$ cat config.mk
export PLATFORM = sky130hd
export DESIGN_NAME = vga_glyph_fetch
export DESIGN_NICKNAME = d
export VERILOG_FILES = /design/src/rtl/vga_pkg.sv /design/src/rtl/vga_pipe_delay.sv /design/src/rtl/vga_glyph_fetch.sv
export SDC_FILE = /design/constraint.sdc
export NUM_CORES = 1
export LEC_CHECK = 0
export ABC_AREA = 0
export BUFFER_PORTS_ARGS = -buffer_cell sky130_fd_sc_hd__buf_2
export CAP_MARGIN = 20
export CORE_ASPECT_RATIO = 0.7
export CORE_UTILIZATION = 40
export DETAILED_ROUTE_END_ITERATION = 8
export PLACE_DENSITY = 0.67
export SYNTH_ARGS = -nofsm -noshare
export SYNTH_HDL_FRONTEND = slang
export SYNTH_SLANG_ARGS = --single-unit
$ cat constraint.sdc
create_clock -name clk -period 1.99 [get_ports clk]
set_input_delay 0.398 -clock clk [delete_from_list [all_inputs] [get_ports clk]]
set_output_delay 0.398 -clock clk [all_outputs]
set_load 0.03 [all_outputs]
$ cat src/rtl/vga_pkg.sv
// Shared constants, payload types and address helper for the VGA text-mode pipeline.
package vga_pkg;

    localparam int unsigned COLS     = 80;
    localparam int unsigned ROWS     = 30;
    localparam int unsigned GLYPH_W  = 8;
    localparam int unsigned GLYPH_H  = 16;
    localparam int unsigned H_ACTIVE = 640;
    localparam int unsigned V_ACTIVE = 480;

    localparam int unsigned CNT_W    = 10;
    localparam int unsigned ADDR_W   = 12;
    localparam int unsigned CODE_W   = 8;
    localparam int unsigned COLOR_W  = 8;
    localparam int unsigned MODE_W   = 3;
    localparam int unsigned GX_W     = $clog2(GLYPH_W);
    localparam int unsigned GY_W     = $clog2(GLYPH_H);

    localparam logic [MODE_W-1:0] MODE_OFF  = 3'b000;
    localparam logic [MODE_W-1:0] MODE_GFX  = 3'b001;
    localparam logic [MODE_W-1:0] MODE_TEXT = 3'b100;

    typedef struct packed {
        logic [COLOR_W-1:0] bg;
        logic [CODE_W-1:0]  code;
    } char_word_t;

    // Row-major cell index of the 8x16 cell containing pixel (h, v).
    function automatic logic [ADDR_W-1:0] cell_addr(input logic [CNT_W-1:0] h,
                                                    input logic [CNT_W-1:0] v);
        return ADDR_W'(v[CNT_W-1:GY_W]) * ADDR_W'(COLS) + ADDR_W'(h[CNT_W-1:GX_W]);
    endfunction

endpackage

$ cat src/rtl/vga_pipe_delay.sv
// Fixed-depth shift register advanced on enable; aligns side-band signals with the fetch pipeline.
module vga_pipe_delay #(
    parameter int unsigned WIDTH = 1,
    parameter int unsigned DEPTH = 3
) (
    input  logic             i_clk,
    input  logic             i_clr_n,
    input  logic             i_en,
    input  logic [WIDTH-1:0] i_d,
    output logic [WIDTH-1:0] o_q
);

    logic [WIDTH-1:0] r_stage [DEPTH];

    always_ff @(posedge i_clk) begin
        if (!i_clr_n) begin
            for (int i = 0; i < int'(DEPTH); i++) begin
                r_stage[i] <= '0;
            end
        end else if (i_en) begin
            r_stage[0] <= i_d;
            for (int i = 1; i < int'(DEPTH); i++) begin
                r_stage[i] <= r_stage[i-1];
            end
        end
    end

    assign o_q = r_stage[DEPTH-1];

endmodule

$ cat src/rtl/vga_glyph_fetch.sv
// Three-stage text-mode glyph fetch: cell address -> char RAM -> font ROM, with aligned sync/mode.
// Optional cursor overlay with frame blink is enabled by defining VGA_CURSOR_EN.
module vga_glyph_fetch
    import vga_pkg::*;
(
    input  logic                 clk,
    input  logic                 clr,
    input  logic                 en,
    input  logic [CNT_W-1:0]     hCount,
    input  logic [CNT_W-1:0]     vCount,
    input  logic                 brightIn,
    input  logic                 hSyncIn,
    input  logic                 vSyncIn,
    input  logic [MODE_W-1:0]    modeSel,
`ifdef VGA_CURSOR_EN
    input  logic [6:0]           cursorCol,
    input  logic [4:0]           cursorRow,
`endif
    output logic [ADDR_W-1:0]    charAddr,
    input  logic [15:0]          charData,
    output logic [ADDR_W-1:0]    fontAddr,
    input  logic [GLYPH_W-1:0]   fontData,
    output logic [GLYPH_W-1:0]   pixelRow,
    output logic [COLOR_W-1:0]   bgColor,
    output logic [GX_W-1:0]      glyphX,
    output logic [MODE_W-1:0]    pixelData,
    output logic                 pixEn,
    output logic                 bright,
    output logic                 hSync,
    output logic                 vSync
);

    logic [ADDR_W-1:0]  r_char_addr;
    logic [ADDR_W-1:0]  r_font_addr;
    logic [GX_W-1:0]    r_col_a;
    logic [GX_W-1:0]    r_col_b;
    logic [GX_W-1:0]    r_glyph_x;
    logic [GY_W-1:0]    r_row_a;
    logic [COLOR_W-1:0] r_bg_b;
    logic [COLOR_W-1:0] r_bg_c;
    logic [GLYPH_W-1:0] r_pixel_row;
    logic [MODE_W-1:0]  r_mode;
    logic               r_cur_a;
    logic               r_cur_b;

    logic               w_in_range;
    logic               w_frame_start;
    logic               w_cur_hit;
    logic [MODE_W-1:0]  w_mode_nxt;
    logic [3:0]         w_side;
    char_word_t         w_char;

    assign w_char        = char_word_t'(charData);
    assign w_in_range    = (hCount < CNT_W'(H_ACTIVE)) && (vCount < CNT_W'(V_ACTIVE));
    assign w_frame_start = (hCount == '0) && (vCount == '0);
    assign w_mode_nxt    = w_frame_start ? modeSel : r_mode;

`ifdef VGA_CURSOR_EN
    logic [5:0] r_blink;

    // Underline cursor on the last two glyph rows, visible during the first half of the blink period.
    assign w_cur_hit = w_in_range && !r_blink[5]
                    && (hCount[CNT_W-1:GX_W] == cursorCol)
                    && (vCount[CNT_W-1:GY_W] == {1'b0, cursorRow})
                    && (vCount[GY_W-1:1] == 3'b111);

    always_ff @(posedge clk) begin
        if (!clr) begin
            r_blink <= '0;
        end else if (en && w_frame_start) begin
            r_blink <= r_blink + 6'd1;
        end
    end
`else
    assign w_cur_hit = 1'b0;
`endif

    always_ff @(posedge clk) begin
        if (!clr) begin
            r_char_addr <= '0;
            r_font_addr <= '0;
            r_col_a     <= '0;
            r_col_b     <= '0;
            r_glyph_x   <= '0;
            r_row_a     <= '0;
            r_bg_b      <= '0;
            r_bg_c      <= '0;
            r_pixel_row <= '0;
            r_mode      <= '0;
            r_cur_a     <= 1'b0;
            r_cur_b     <= 1'b0;
        end else if (en) begin
            // Stage A: cell address and glyph coordinates
            r_char_addr <= w_in_range ? cell_addr(hCount, vCount) : '0;
            r_col_a     <= hCount[GX_W-1:0];
            r_row_a     <= vCount[GY_W-1:0];
            r_cur_a     <= w_cur_hit;
            r_mode      <= w_mode_nxt;
            // Stage B: character word -> font address
            r_font_addr <= {w_char.code, r_row_a};
            r_bg_b      <= w_char.bg;
            r_col_b     <= r_col_a;
            r_cur_b     <= r_cur_a;
            // Stage C: font row out
            r_pixel_row <= r_cur_b ? {GLYPH_W{1'b1}} : fontData;
            r_bg_c      <= r_bg_b;
            r_glyph_x   <= r_col_b;
        end
    end

    vga_pipe_delay #(
        .WIDTH (4),
        .DEPTH (3)
    ) u_side_delay (
        .i_clk   (clk),
        .i_clr_n (clr),
        .i_en    (en),
        .i_d     ({w_in_range & brightIn, brightIn, hSyncIn, vSyncIn}),
        .o_q     (w_side)
    );

    vga_pipe_delay #(
        .WIDTH (MODE_W),
        .DEPTH (3)
    ) u_mode_delay (
        .i_clk   (clk),
        .i_clr_n (clr),
        .i_en    (en),
        .i_d     (w_mode_nxt),
        .o_q     (pixelData)
    );

    assign charAddr = r_char_addr;
    assign fontAddr = r_font_addr;
    assign pixelRow = r_pixel_row;
    assign bgColor  = r_bg_c;
    assign glyphX   = r_glyph_x;
    assign pixEn    = w_side[3];
    assign bright   = w_side[2];
    assign hSync    = w_side[1];
    assign vSync    = w_side[0];

endmodule

==> results by group <==
Timing
  • Final min period: 1.92 ns
  • Final hold violation count: 0
  • Final Cycle Share: 96.3%
  • Final slew viol count: 0
  • Final Skew: 0.00629 ns
  • Worst slew pin tran: 0.534 ns
  • Slew HR: 64.4%
  • Final setup vio count: 0
  • Fin worst setup slack: 0.0744 ns
  • Fmax: 522 MHz

Placement
  • RePlAce Congestion: 0.814
  • HPWL Detailed: 5090 µm
  • DP Worst Slack: -0.307 ns
  • Placed insts: 534
  • Buffers on Ports: 102

Power and ir drop
  • Worst VDD drop: 0.440 mV
  • Leakage: 2.18 nW
  • Total power: 3.99 mW
  • Pwr Density: 860 nW/µm²

Outcome
  • Status: finished clean

Synth
  • Cell taking the most area after synthesis: dfxtp_1
  • Ys async rst share: 0%
  • Ys flop type: dfxtp_1
  • Mapped Area: 3610 µm²
  • Syn_nets: 380
  • Synth cell count leaders: 64 x dfxtp_1, 55 x mux2i_1, 54 x nor2b_1, 21 x edfxtp_1, 18 x and3_1
  • Synth area leaders: dfxtp_1 36%, edfxtp_1 17%, mux2i_1 15%, nor2b_1 9.4%, ha_1 3.8%
  • EDFF count, synth: 21
  • Top-count cell post-synth: dfxtp_1
  • Synth warnings: 0
  • Yosys cell types: 30
  • Share of Yosys cell area claimed by the top area cell type: 35.5%
  • Synthesized flop and latch total: 85
  • Sequential element share of the synthesized area: 53.0%
  • Mapped Cells: 314
  • Syn_area_per_cell: 11.5 µm²

Hold path
  • Hold WC Path Type: primary input to register

Clock tree
  • CTS tree: done
  • Number of gates resized after cts: 0
  • Clk buf depth: 2
  • TritonCTS buffer count: 9
  • Worst skew pair latency: 0.33 ns
  • Clock slew at reported path FFs: 0.06 ns
  • Clk sinks: 85
  • CTS H-tree depth: 3
  • Clk root buf: clkbuf_16

Worst setup path
  • Crit Path Class: primary input to register
  • CP max-delay cell: fa_2
  • Crit path buf inv count: 3
  • WP data arrival: 2.14 ns
  • CP delay by family, top: adder cells
  • CP max stage delay: 0.38 ns
  • Worst EP required: 2.21 ns
  • Max Fanout on Critical Path: 3
  • Critical Path Most Common Cell: ha_4
  • Worst Setup End Kind: register
  • CP Cell Sequence: buf_2 > ha_4 > ha_4 > inv_2 > fa_2 > xnor2_2 > nand3b_1 > buf_4 > nor2_1 > xnor2_1 > a22o_1
  • Worst Setup Start Kind: primary input

Layout
  • Finished Layout Cells: 551
  • N_diodes: 0
  • Layout cell share with drive strength beyond 1: 33.6%
  • Nets@finish: 492
  • Utilization after layout: 54.1%
  • Area Growth Syn to Fin: 28.7%

Floorplan
  • Num rows: 28
  • Boundary pin count: 103
  • Starting Density: 42.0%
  • Die area: 9410 µm²
  • Die width: 115 µm
  • Die Height: 81.4 µm
  • Core area: 8580 µm²

Drt
  • DRT iter0 DRCs: 100
  • ANT nets after route: 0
  • Via count: 2561
  • Via-per-instance ratio: 4.65
  • Residual DRC: 0
  • Drt wl/cell: 13.1 µm
  • Detailed Route WL: 7200 µm
  • TritonRoute pass-1 iters: 4

Global route
  • Initial antenna violation count: 0
  • Number of global-route vias before repair: 2432
  • GRT Total Usage: 16.1%
  • Pin count of the biggest net entering global routing: 70
  • First-pass GRT wire length: 11400 µm
  • Total gr overflow: 0

Job
  • Max-Cap Viols: 0
-- final timing paths --
kind / from / end / slack (ns) / cells after the start
worst max-delay path: vCount[7] / charAddr[10] / 0.07 / 11
worst min-delay path: hCount[3] / charAddr[0] / 0.30 / 2
worst max register to register: u_side_delay.r_stage[0][0] / u_side_delay.r_stage[0][4] / 1.20 / 1
worst min register to register: charAddr[5] / charAddr[5] / 0.45 / 2
-- routing by layer --
metal  GRT usage [%]  vias to the layer above  share of wire [%]
met3            6.20                        6                6.1
li1                -                     1308                  -
met1            21.0                     1184                 49
met5               0                        -                  0
met4            4.68                        0                1.0
met2            24.8                       63                 44
-- stage by stage --
| step | hold WS [ns] | instance area [µm²] | TNS [ns] |
|---|---|---|---|
| 5_1_grt | 0.290 | 4640 | -0.0145 |
| 6_report | 0.296 | 4640 | 0 |
| 3_3_place_gp | 0.435 | 4360 | -0.502 |
| 4_1_cts | 0.284 | 4630 | 0 |
| 2_1_floorplan | 0.482 | 3650 | -0.0840 |
| 3_5_place_dp | 0.445 | 4360 | -0.672 |
-- repair_timing --
action,4_1_cts,5_1_grt
endpoints found under the hold margin,0,0
setup endpoints to repair,0,1
buffers inserted,0,1
hold buffers,0,0
-- cells in the final DEF, fill, tap and decap left out, drive strengths merged --
master	netlist	final
buf	9	120
mux2i	55	55
clkinvlp	0	2
o21ai	8	8
xnor2	5	5
a21o	1	1
nand3	2	2
clkinv	0	3
nor4	6	6
nand3b	1	1
edfxtp	21	21
nor3b	1	1
fa	2	2
and2	1	1
or2	1	1
a21oi	4	4
xor2	3	3
nor3	2	2
and3	18	18
nand2b	1	1
nor2b	54	54
nand4	1	1
nor2	8	8
clkbuf	10	9
a22o	6	6
nand2	9	9
ha	11	11
inv	10	12
dfxtp	64	64
-- final cells by class --
cell class | instances | area, µm²
clock inverters | 7 | 50.0
multi-input cells | 200 | 1610
flip-flops and latches | 85 | 1910
well taps | 120 | 150
repair buffers | 120 | 661
clock buffers | 9 | 225
fillers | 770 | 3940
inverters | 10 | 37.5
-- sequential cells by signal, summed over array words and instances (netlist names) --
register / flops
charAddr: 12
r_col_b: 3
u_mode_delay.r_stage: 9
r_row_a: 4
pixelRow: 8
fontAddr: 12
r_bg_b: 8
r_col_a: 3
glyphX: 3
r_mode: 3
u_side_delay.r_stage: 12
bgColor: 8
-- power by group --
group          total, mW  internal, mW  switching [mW]
sequential          1.89          1.85          0.0330
clock               1.53         0.849           0.682
combinational      0.573         0.258           0.315
total               3.99          2.96            1.03
-- logic make-up (layout without fill, tap and decap cells) --
family / count (synthesis) / in the layout / synth area share [%]
and+or+nand+nor: 105 / 105 / 17.8
DFF: 85 / 85 / 53.0
muxes: 55 / 55 / 15.3
buffers and inverters: 29 / 146 / 3.75
AOI/OAI and AO/OA: 19 / 19 / 3.33
adders and majority gates: 13 / 13 / 4.93
xor gates and xnor gates: 8 / 8 / 1.94
(Power assumes the default switching activity.)
